==> src/rtl/keypad_emulator.sv <==
// Keypad matrix emulator: queues digits 1..9 and plays them back as timed key
// closures, answering the scanner's active-low row drive on the column lines.
module keypad_emulator #(
    parameter int HOLD_CYCLES = 1200000,
    parameter int GAP_CYCLES  = 1200000,
    parameter int DEPTH       = 8
) (
    input  logic                     hwclk,
    input  logic                     hwrst_n,
    input  logic                     push_valid,
    input  logic [3:0]               push_digit,
    output logic                     push_ready,
    input  logic                     start,
    input  logic                     abort,
    output logic                     busy,
    output logic                     done,
    output logic                     err,
    output logic [$clog2(DEPTH):0]   level,
    input  logic                     keypad_r1,
    input  logic                     keypad_r2,
    input  logic                     keypad_r3,
    output logic                     keypad_c1,
    output logic                     keypad_c2,
    output logic                     keypad_c3
);
    localparam int AW   = $clog2(DEPTH);
    localparam int LW   = AW + 1;
    localparam int MAXC = (HOLD_CYCLES > GAP_CYCLES) ? HOLD_CYCLES : GAP_CYCLES;
    localparam int CW   = ($clog2(MAXC) < 1) ? 1 : $clog2(MAXC);
    localparam logic [CW-1:0] HOLD_LOAD = CW'(HOLD_CYCLES - 1);
    localparam logic [CW-1:0] GAP_LOAD  = CW'(GAP_CYCLES - 1);
    localparam logic [CW-1:0] CNT_ONE   = CW'(1);
    localparam logic [CW-1:0] CNT_ZERO  = CW'(0);
    localparam logic [AW-1:0] PTR_ONE   = AW'(1);
    localparam logic [LW-1:0] LVL_ONE   = LW'(1);
    localparam logic [LW-1:0] LVL_ZERO  = LW'(0);
    localparam logic [LW-1:0] LVL_FULL  = LW'(DEPTH);

    typedef enum logic [1:0] {IDLE = 2'd0, PRESS = 2'd1, GAP = 2'd2} state_t;

    function automatic logic digit_ok(input logic [3:0] d);
        return (d >= 4'd1) && (d <= 4'd9);
    endfunction

    // One-hot row of a digit; zero for "no key".
    function automatic logic [2:0] row_mask(input logic [3:0] d);
        case (d)
            4'd1, 4'd2, 4'd3: return 3'b001;
            4'd4, 4'd5, 4'd6: return 3'b010;
            4'd7, 4'd8, 4'd9: return 3'b100;
            default:          return 3'b000;
        endcase
    endfunction

    function automatic logic [2:0] col_mask(input logic [3:0] d);
        case (d)
            4'd1, 4'd4, 4'd7: return 3'b001;
            4'd2, 4'd5, 4'd8: return 3'b010;
            4'd3, 4'd6, 4'd9: return 3'b100;
            default:          return 3'b000;
        endcase
    endfunction

    state_t          state_r, state_n;
    logic [CW-1:0]   cnt_r, cnt_n;
    logic [3:0]      key_r, key_n;
    logic [3:0]      mem_r [DEPTH];
    logic [AW-1:0]   wr_ptr_r, rd_ptr_r;
    logic [LW-1:0]   level_r;
    logic            busy_r, done_r, err_r, done_n;
    logic            pop_s, push_acc_s, push_wr_s;
    logic [2:0]      rows_s, col_low_s;

    assign push_ready = (level_r < LVL_FULL);
    assign push_acc_s = push_valid & push_ready & ~abort;
    assign push_wr_s  = push_acc_s & digit_ok(push_digit);

    // Only combinational path: closure appears when the key's row is driven low.
    assign rows_s     = {keypad_r3, keypad_r2, keypad_r1};
    assign col_low_s  = (|(row_mask(key_r) & ~rows_s)) ? col_mask(key_r) : 3'b000;
    assign keypad_c1  = ~col_low_s[0];
    assign keypad_c2  = ~col_low_s[1];
    assign keypad_c3  = ~col_low_s[2];

    assign busy  = busy_r;
    assign done  = done_r;
    assign err   = err_r;
    assign level = level_r;

    // Playback sequencing: next state, counter, key and pop/done strobes.
    always_comb begin
        state_n = state_r;
        cnt_n   = cnt_r;
        key_n   = key_r;
        pop_s   = 1'b0;
        done_n  = 1'b0;
        if (abort) begin
            state_n = IDLE;
            cnt_n   = CNT_ZERO;
            key_n   = 4'd0;
        end else begin
            case (state_r)
                IDLE: begin
                    if (start && (level_r != LVL_ZERO)) begin
                        pop_s   = 1'b1;
                        key_n   = mem_r[rd_ptr_r];
                        cnt_n   = HOLD_LOAD;
                        state_n = PRESS;
                    end else if (start) begin
                        done_n  = 1'b1;
                    end else begin
                        state_n = IDLE;
                    end
                end
                PRESS: begin
                    if (cnt_r == CNT_ZERO) begin
                        key_n   = 4'd0;
                        cnt_n   = GAP_LOAD;
                        state_n = GAP;
                    end else begin
                        cnt_n   = cnt_r - CNT_ONE;
                    end
                end
                GAP: begin
                    if ((cnt_r == CNT_ZERO) && (level_r != LVL_ZERO)) begin
                        pop_s   = 1'b1;
                        key_n   = mem_r[rd_ptr_r];
                        cnt_n   = HOLD_LOAD;
                        state_n = PRESS;
                    end else if (cnt_r == CNT_ZERO) begin
                        key_n   = 4'd0;
                        state_n = IDLE;
                        done_n  = 1'b1;
                    end else begin
                        cnt_n   = cnt_r - CNT_ONE;
                    end
                end
                default: begin
                    state_n = IDLE;
                    cnt_n   = CNT_ZERO;
                    key_n   = 4'd0;
                end
            endcase
        end
    end

    // FSM, key and status registers.
    always_ff @(posedge hwclk or negedge hwrst_n) begin
        if (!hwrst_n) begin
            state_r <= IDLE;
            cnt_r   <= CNT_ZERO;
            key_r   <= 4'd0;
            busy_r  <= 1'b0;
            done_r  <= 1'b0;
            err_r   <= 1'b0;
        end else begin
            state_r <= state_n;
            cnt_r   <= cnt_n;
            key_r   <= key_n;
            busy_r  <= (state_n != IDLE);
            done_r  <= done_n;
            err_r   <= push_acc_s & ~digit_ok(push_digit);
        end
    end

    // Digit FIFO; abort flushes it and drops any same-cycle push.
    always_ff @(posedge hwclk or negedge hwrst_n) begin
        if (!hwrst_n) begin
            wr_ptr_r <= '0;
            rd_ptr_r <= '0;
            level_r  <= LVL_ZERO;
            for (int i = 0; i < DEPTH; i++) mem_r[i] <= 4'd0;
        end else if (abort) begin
            wr_ptr_r <= '0;
            rd_ptr_r <= '0;
            level_r  <= LVL_ZERO;
        end else begin
            if (push_wr_s) begin
                mem_r[wr_ptr_r] <= push_digit;
                wr_ptr_r        <= wr_ptr_r + PTR_ONE;
            end
            if (pop_s) rd_ptr_r <= rd_ptr_r + PTR_ONE;
            case ({push_wr_s, pop_s})
                2'b10:   level_r <= level_r + LVL_ONE;
                2'b01:   level_r <= level_r - LVL_ONE;
                default: level_r <= level_r;
            endcase
        end
    end
endmodule

==> config.mk <==
export PLATFORM = sky130hd
export DESIGN_NAME = keypad_emulator
export DESIGN_NICKNAME = d
export VERILOG_FILES = /design/src/rtl/keypad_emulator.sv
export SDC_FILE = /design/constraint.sdc
export NUM_CORES = 1
export LEC_CHECK = 0
export CAP_MARGIN = 20
export CORE_ASPECT_RATIO = 2
export CORE_MARGIN = 2
export CORE_UTILIZATION = 48
export CTS_CLUSTER_DIAMETER = 120
export DETAILED_ROUTE_END_ITERATION = 16
export HOLD_SLACK_MARGIN = 0.05
export PLACE_DENSITY = 0.66
export RECOVER_POWER = 100
export REMOVE_ABC_BUFFERS = 1
export SYNTH_ARGS = -nofsm -noshare
export SYNTH_HDL_FRONTEND = slang
export SYNTH_SLANG_ARGS = --single-unit
==> constraint.sdc <==
create_clock -name hwclk -period 3.8 [get_ports hwclk]
set_clock_uncertainty 0.15 [all_clocks]
set_input_delay 0.95 -clock hwclk [delete_from_list [all_inputs] [get_ports hwclk]]
set_output_delay 0.95 -clock hwclk [all_outputs]
set_load 0.01 [all_outputs]
* Yosys cells after proc, flatten, opt, wreduce, memory -nomap -nowiden
Memories as Yosys holds them, arrays and structs flattened.
Index checks and enable logic that the tools add are counted.
** Word-level totals
- Word-level logic and storage cells :: 104
- Register bits after elaboration :: 72
- Bits in read-only memories :: 96
- Memories kept :: 2
- Input bits :: 12
- Output and inout port bits :: 11
** Cells by class
- Magnitude comparators :: 6
- Reduce and logical (&&, ||, !) cells :: 14
- $add $sub $neg :: 5
- Bitwise gates (word level) :: 13
- Equal/unequal tests :: 6
- Mux-type cells :: 41
** Memory list
- (no name shown) :: depth 16, width 3, rd ports 1, clocked after Yosys merged registers in 0, wr ports 0, line 56 : case (d)
- (no name shown) :: depth 16, width 3, rd ports 1, clocked after Yosys merged registers in 0, wr ports 0, line 47 : case (d)
** Operators by type and width (number)
- 2-to-1 mux 21 bit :: 5
- one-hot mux 21 bit (3 select lines) :: 1
- bitwise mux 32 bit :: 1
- 2-to-1 mux 4 bit :: 8
- zero test 21 bit :: 1
- subtractor 21 x 1 -> 21 bit, second input constant :: 1
- 2-to-1 mux 3 bit :: 5
- binary-select mux 4 bit (select 3 bit) :: 1
- demux 4 bit (select 3 bit) :: 1
- 2-to-1 mux 2 bit :: 6
- one-hot mux 4 bit (3 select lines) :: 1
- greater-or-equal comparator 4 bit, second input constant :: 2
- 2-to-1 mux 1 bit :: 8
- inverter 3 -> 4 bit :: 2
- one-hot mux 4 bit (2 select lines) :: 1
- adder 3 x 1 -> 3 bit, second input constant :: 2
- one-hot mux 2 bit (3 select lines) :: 1
- nonzero test 2 bit :: 3
- inverter 1 bit :: 5
- adder 4 x 1 -> 4 bit, second input constant :: 1
- bitwise AND 1 bit :: 4
- == test 2 x 1 -> 1 bit, second input constant :: 2
- == test 2 bit, second input constant :: 2
- greater-or-equal comparator 4 x 1 -> 1 bit, second input constant :: 1
- other kinds (15) :: 20

* Longest topological paths before layout
Gate-level depths: netlist of the first run.
- Depth in word-level cells :: 8
- Gate-level depth with buffers :: 13
- Gate-level depth less buffers :: 12

* Least setup slack after synthesis of the first run
Ideal clock, no wire load.
- Kind :: input port to flip-flop
- Start point :: in push_digit[2]
- End point :: reg level_r[3], in the netlist level[3]
- Arrival :: 3.388 ns
- Path buffers :: 1
- Library setup time :: 0.082 ns
- Path slack :: 0.180 ns
- Data required time :: 3.568 ns
- Stages on the path :: 11
- Cells stage by stage :: clkbuf_1 -> or4_1 -> and3_1 -> nor2_1 -> nand3_1 -> inv_1 -> ha_1 -> a31oi_1 -> o311ai_0 -> or4_1 -> a31oi_1
** On the way
- Cells in the longest elaborated chain, start to end :: 6
- Elaborated cells on any way between the ends :: 9
- Classes of those cells :: 2 x order compare; 2 x eq/ne; 2 x mux; 1 x bitwise; 2 x reduce/logical
** RTL lines
- start, declared :: line 11 : input logic [3:0] push_digit,
- greater-or-equal comparator 4 x 1 -> 1 bit or <= comparator 4 bit (tied branches) :: line 42 : return (d >= 4'd1) && (d <= 4'd9);
- logical AND 1 bit * :: line 42
- bitwise AND 1 bit * :: line 76 : assign push_wr_s = push_acc_s & digit_ok(push_digit);
- == test 2 x 1 -> 1 bit or == test 2 bit (tied branches) :: line 183 : case ({push_wr_s, pop_s})
- one-hot mux 4 bit (2 select lines) :: line 183
- 2-to-1 mux 4 bit :: line 173 : end else if (abort) begin
- end signal, assigned :: line 184 : 2'b10: level_r <= level_r + LVL_ONE;
- end signal, assigned :: line 185 : 2'b01: level_r <= level_r - LVL_ONE;
- end signal, assigned :: line 186 : default: level_r <= level_r;
- end, declared :: line 69 : logic [LW-1:0] level_r;
Mark *: on every way between the ends. The rest lies on a longest branch, timed or not.
A chain may end at the register's enable or synchronous reset.

* Worst setup path after layout of the first run
- Start point :: in keypad_r1
- End point :: out keypad_c3
** On the way
- Cells in the longest elaborated chain, start to end :: 5
** RTL lines
- start, declared :: line 19 : input logic keypad_r1,
- inverter 3 bit :: line 80 : assign col_low_s = (|(row_mask(key_r) & ~rows_s)) ? col_mask(key_r) : 3'b000;
- bitwise AND 3 bit :: line 80
- OR reduction 3 bit :: line 80
- 2-to-1 mux 3 bit :: line 80
- inverter 1 bit :: line 83 : assign keypad_c3 = ~col_low_s[2];
- end, declared :: line 24 : output logic keypad_c3
Every way passes these cells.

==> impl_results.md, run 1 <==
- First-pass GRT wire length: about 19,000 um
- Pwr Density: 729.2 nW/um^2
- DP Wirelength: 8427 um
- First-pass DRT Iterations: 5
- Diodes inserted: 0
- Largest family of logic cells by synthesized area: simple AND/OR/NAND/NOR gates
- Final setup fails: 0
- Slew Limit Fails: 30
- Seq/Total Area, Yosys: 43.01%
- Adder-Cell Fraction of Synth Area: 2.987%
- Core area: 8528 um^2
- Wirelength per Cell: between 20 and 25 um
- Top cell type's share of synthesized area: 43.01%
- Ys async rst share: 100.0%
- Actual slew at the worst max-slew pin: ~1.7 ns
- Static Leak: 2.156 nW
- Pin count of the biggest net entering global routing: 30
- Final Util: 57.57%
- GRT Residual Overflow: 0
- Syn_area_per_cell: a little over 10 um^2
- Status: finished with violations
- Endpoint type of the worst setup path: output pin
- RSZ-0062 raised after global routing: no
- All-Layer GR Usage: approximately 26%
- Buffers on Ports: 22
- Fin crit share: 95.86%
- Final wirelength: approximately 11,000 um
- Post-Syn Instances: 412
- DIE HEIGHT: between 100 and 150 um
- Synth Area in Compound Gates: 16.04%
- H-tree levels: 3
- IO Count: 23
- Layout cells sized above 1: between 10% and 20%
- Fin nets: roughly 470
- Vias in the first global route: 3,726
- Yosys warns: 0
- Hold slack: between 0.3 and 0.4 ns
- Violated checks: max-capacitance violations, max-slew violations
- Via count: 3,509
- Avg Vias per Cell: 6.345
- Fmax: 274.5 MHz
- Area grow syn2layout: 17.20%
- Setup crit start kind: primary input
- Met2 WL: between 6000 and 7000 um
- HP Class: flop to flop
- Top routing layer in use: met4
- Row count: 48
- EDFF count, synth: 0
- Met1 Wirelength: 3934 um
- Worst-path fanout max: 2
- Distinct cells, synth: 54
- DRT antenna net count: 0
- Clock Latency Late Sink: 0.33 ns
- Remaining DRCs: 0
- Power Total: approximately 0.0036 W
- CTS root buffer: clkbuf_16
- Slew Limit Headroom: -15.97%
- Critical Path RT: 2.70 ns
- Mapped cell area: between 4000 and 5000 um^2
- Crit path time final: 3.643 ns
- Worst-path clk slew: 0.05 ns
- Number of max-cap violations: 1
- Num Clock Sinks: 72
- Postcts setup bufs: 0
- Xor/xnor share of the synthesized area: less than 1%
- Initial antenna violation count: 0
- CP Data Arrival Time: approximately 2.5 ns
- Synth Area in Simple Gates: 17.05%
- FILL cells: 751
- Post-CTS Hold Buffers: 0
- Register bit count reported by yosys: just over 70
- CTS tree: done
- Biggest area consumer among synthesized cells: dfrtp_1
- Cell area after layout: 4910 um^2
- Multiplexer share of the synthesized area: about 16%
- Die area: ~9500 um^2
- Main flop type after synthesis: dfrtp_1
- VDD IR-drop max: between 0.3 and 0.4 mV
- Ranking of synthesized cells by area: dfrtp_1, mux2_2, mux4_2, o21ai_0, ha_1
- CTS Buf Count: 9
- Die W: 70.06 um
- Clk buf depth: 2
- Dpl cells: 538
- Starting DRT DRC Count: 269
- Final Hold Viols: 0
- Non-filler cells, final: 553
- Starting Density: 49.12%
- WL met3: 428 um
- GPL Wtd Cong: between 0.9 and 1
- DP Area: around 4600 um^2
- Crit path kind: primary input to output pin
[worst paths after layout]
| kind | from | cells after the start | end | slack, ns |
|---|---|---|---|---|
| setup / recovery | keypad_r1 | 7 | keypad_c3 | 0.16 |
| setup reg to reg | cnt_r[1] | 8 | cnt_r[4] | 0.21 |
| min in group asynchronous | hwrst_n | 1 | cnt_r[15] | 0.92 |
| max in group asynchronous | hwrst_n | 2 | mem_r[26] | 0.97 |
| hold reg to reg | mem_r[5] | 1 | mem_r[5] | 0.35 |
| hold / removal | mem_r[5] | 1 | mem_r[5] | 0.35 |
[timing repair]
action,CTS,global route
endpoints found under the setup margin,0,1
endpoints found under the hold margin,0,0
resized for setup,0,1
[worst max-delay path: stages]
cell and delay, ns:
clkdlybuf4s50_1 0.39, or2_2 0.26, a21oi_1 0.15, a31oi_1 0.07, nor2_1 0.16, nand2_1 0.07, clkdlybuf4s50_1 0.49
[cells by family (layout without fill, tap and decap cells)]
| group | Yosys count | count (layout) |
|---|---|---|
| buf+inv | 40 | 81 |
| simple gates | 130 | 130 |
| xor+xnor | 4 | 4 |
| mux | 54 | 54 |
| flops | 72 | 72 |
| compound gates | 102 | 102 |
| fa+ha+maj | 10 | 10 |
[registers in the layout (all words and copies together), names as in the netlist]
signal	flops
mem_r	32
cnt_r	21
key_r	4
level	4
rd_ptr_r	3
wr_ptr_r	3
state_r	2
busy	1
done	1
err	1
[routing by layer]
layer	vias up	GRT usage [%]
li1	1613	-
met1	1716	25.55
met2	134	47.20
met3	46	4.522
met4	0	16.99
met5	-	0
[area by class of cell]
| class | instances | area (um^2) | share of cell area, % |
|---|---|---|---|
| Clock buffer | 9 | 225.2 | 4.587 |
| Timing Repair Buffer | 50 | 387.9 | 7.900 |
| Sequential cell | 72 | 1802 | 36.70 |
| Tap cell | 100 | 125.1 | 2.548 |
| Clock inverter | 6 | 85.08 | 1.733 |
| Inverter | 16 | 60.06 | 1.223 |
| Multi-Input combinational cell | 300 | 2225 | 45.31 |
[layout by cell type (no fill, tap or decap), types with 3 or more instances in the layout]
cell type / count
nor3b_1: 6
or4_1: 6
nand4_1: 3
inv_1: 16
clkbuf_1: 10
nor2_1: 31
dfrtp_1: 72
clkbuf_16: 9
buf_4: 17
and3_1: 3
nand2_1: 25
a21oi_1: 19
clkdlybuf4s50_1: 12
nor4_1: 9
ha_1: 10
nand3_1: 8
nand3b_1: 3
dlygate4sd3_1: 8
mux2i_1: 12
a31oi_1: 4
o211ai_1: 10
o2bb2ai_1: 9
o22ai_1: 7
nor2b_1: 6
or3_1: 9
mux4_2: 8
o21ai_0: 28
a211o_1: 5
or2_2: 7
mux2_2: 34
nor3_1: 6
[cells in the mapped netlist, drive strengths merged, types with 4 or more instances]
library cell,instances
a211o,5
a21oi,19
a31oi,4
buf,8
clkbuf,16
dfrtp,72
ha,10
inv,16
mux2,34
mux2i,12
mux4,8
nand2,25
nand3,8
nor2,31
nor2b,6
nor3,6
nor3b,6
nor4,10
o211ai,10
o21ai,28
o22ai,7
o2bb2ai,9
or2,7
or3,9
or4,7
[metrics by stage]
stage	setup WS (ns)	setup TNS, ns
5_1_grt	0.02815	0
3_3_place_gp	-0.03878	-0.03878
2_1_floorplan	0.3323	0
6_report	0.1572	0
4_1_cts	0.01613	0
3_5_place_dp	-0.1301	-0.1301
[power breakdown]
| part | internal, W | switching [W] | leakage, nW |
|---|---|---|---|
| clock | 0.000568 | 0.000316 | 0.147 |
| combinational | 0.000659 | 0.000840 | 1.04 |
| sequential | 0.000947 | 0.000250 | 0.967 |
| total | 0.00217 | 0.00141 | 2.16 |
No activity file was read; power rests on OpenSTA's default activity.
==> inputs of run 2 (changes only) <==
--- a/config.mk
+++ b/config.mk
@@ -9,8 +9,10 @@
 export CORE_ASPECT_RATIO = 2
 export CORE_MARGIN = 2
 export CORE_UTILIZATION = 48
+export CTS_BUF_LIST = sky130_fd_sc_hd__clkbuf_16
 export CTS_CLUSTER_DIAMETER = 120
 export DETAILED_ROUTE_END_ITERATION = 16
+export GPL_TIMING_DRIVEN = 0
 export HOLD_SLACK_MARGIN = 0.05
 export PLACE_DENSITY = 0.66
 export RECOVER_POWER = 100
==> run 2 against run 1 <==
  * Core utilization shrank 2.0 points
  * First-iteration DRC count shrank 37%
  * Largest cell class unchanged
  * Global-route usage shrank 2.3 points
  * Cell area shrank 3.5%
  * Register-to-register slack gained 0.05 ns
  * Clock power shrank 17%
  * Die area is the same
  * Sequential cell count is the same
  * The run now ends clean
  * Highest routed layer unchanged
==> impl_results.md, run 2 (synthesis results as in run 1) <==
- Status: completed
- HP Class: flop to flop
- Clk buf depth: 2
- Die W: 70.06 um
- RSZ-0062 raised after global routing: no
- Setup crit start kind: primary input
- Final WS setup: 0.1669 ns
- Most frequent cells in the layout: dfrtp_1, mux2_2, nor2_1, o21ai_0, nand2_1
- Fin crit share: 95.61%
- Starting DRT DRC Count: 170
- Row count: between 40 and 50
- Number of max-cap violations: 0
- Avg Vias per Cell: ~6.3
- Crit path max-delay family: buffers and inverters
- Crit path kind: primary input to output pin
- Cells along the critical path: clkdlybuf4s50_1 -> or2_2 -> a21oi_1 -> a31oi_1 -> nor2_1 -> nand2_1 -> clkdlybuf4s50_1
- Final Util: 55.56%
- Largest registers: mem_r: 32 flops, cnt_r: 21 flops
- Slew Limit Headroom: 9.672%
- Pin count of the biggest net entering global routing: between 50 and 60
- Cell area after layout: between 4000 and 5000 um^2
- H-tree levels: 3
- Crit path time final: 3.633 ns
- Starting Density: slightly below 50%
- Max FFs per register: 32
- Wirelength per Cell: 19.75 um
- VDD IR-drop max: 0.3238 mV
- Core area: 8528 um^2
- GPL Wtd Cong: 0.8940
- Diodes inserted: 0
- Final wirelength: about 10,000 um
- Via count: approximately 3,300
- First-pass DRT Iterations: 4
- Power Total: 0.003354 W
- Slowest-stage cell, CP: clkdlybuf4s50_1
- CTS tree: done
- Endpoint type of the worst setup path: output pin
- Slew Limit Fails: 0
- First-pass GRT wire length: about 17,000 um
- Static Leak: 2.065 nW
- Biggest register: mem_r
- Num Clock Sinks: 72
- Dpl ws: -0.7956 ns
- Area grow syn2layout: 13.11%
- All-Layer GR Usage: between 20% and 30%
- Pwr Density: 707.9 nW/um^2
- Final Hold Viols: 0
- Vias in the first global route: approximately 3,400
- GRT Residual Overflow: 0
- IO Count: 23
- Worst-path fanout max: 2
- DP Area: 4462 um^2
- Max stage delay on crit path: 0.47 ns
- DRT antenna net count: 0
- Critical Path RT: between 2 and 3 ns
- Commonest non-fill, non-tap cell in the layout: dfrtp_1
- CTS root buffer: clkbuf_16
- Crit path top cell by count: clkdlybuf4s50_1
- CTS Buf Count: 9
- Worst path bufs/invs: 2
- Actual slew at the worst max-slew pin: around 1.4 ns
- DP Wirelength: 7653 um
- Initial antenna violation count: 0
- Clock Latency Late Sink: roughly 0.33 ns
- DIE HEIGHT: 136.1 um
- Remaining DRCs: 0
- Final setup fails: 0
- Fin nets: 449
- Die area: ~9500 um^2
- Buffers on Ports: 22
- Layout cells sized above 1: 18.79%
- CP Data Arrival Time: 2.53 ns
- Fmax: ~280 MHz
- Worst-path clk slew: 0.05 ns
## run 2: cell types whose count changed in the layout (fill, tap and decap cells not counted), sizes merged
cell,previous run,this run
clkbuf,21,15
clkinv,2,6
inv,16,15
buf,17,3
clkdlybuf4s25,1,0
bufinv,2,0
clkdlybuf4s50,12,7
dlygate4sd2,0,3
## run 2: where the power goes
part	switching, W	internal (W)
clock network	0.000306	0.000428
registers	0.000265	0.000948
logic	0.000800	0.000608
total	0.00137	0.00198
## run 2: worst paths after layout
| path | start | to | slack (ns) | cells past startpoint |
|---|---|---|---|---|
| min reg2reg | mem_r[6] | mem_r[6] | 0.35 | 1 |
| max reg2reg | cnt_r[1] | level[3] | 0.26 | 12 |
| min in group asynchronous | hwrst_n | cnt_r[18] | 0.61 | 1 |
| min | mem_r[6] | mem_r[6] | 0.35 | 1 |
| max in group asynchronous | hwrst_n | cnt_r[0] | 0.93 | 2 |
| max | keypad_r1 | keypad_c2 | 0.17 | 7 |
## run 2: per-layer routing
| metal | wire length [um] | track usage, % |
|---|---|---|
| met1 | 3711 | 22.36 |
| met2 | 5990 | 44.55 |
| met3 | 285 | 3.484 |
| met4 | 499 | 14.85 |
| met5 | 0 | 0 |
## run 2: cell type report
type / instances / area [um^2]
Clock buffer: 9 / 225.2
Clock inverter: 6 / 27.53
Fill cell: 766 / 3790
Inverter: 16 / 61.31
Multi-Input combinational cell: 300 / 2243
Sequential cell: 72 / 1803
Tap cell: 100 / 125.1
Timing Repair Buffer: 27 / 247.7
Timing Repair inverter: 1 / 5.005
## run 2: repair_timing
| item | in CTS | in global routing |
|---|---|---|
| setup buffers | 1 | 1 |
| hold buffers | 0 | 0 |
| gates cloned | 1 | 0 |
| setup endpoints to repair | 34 | 1 |
| resized for setup | 10 | 10 |
| pin swaps | 1 | 1 |
## run 2: per-stage QoR
step / cells / hold WS (ns) / TNS (ns)
2_1_floorplan: 388 / 0.3204 / 0
3_5_place_dp: 511 / 0.3398 / -23.24
5_1_grt: 531 / 0.3569 / 0
3_3_place_gp: 510 / 0.3313 / -84.24
6_report: 531 / 0.3522 / 0
4_1_cts: 528 / 0.3469 / 0
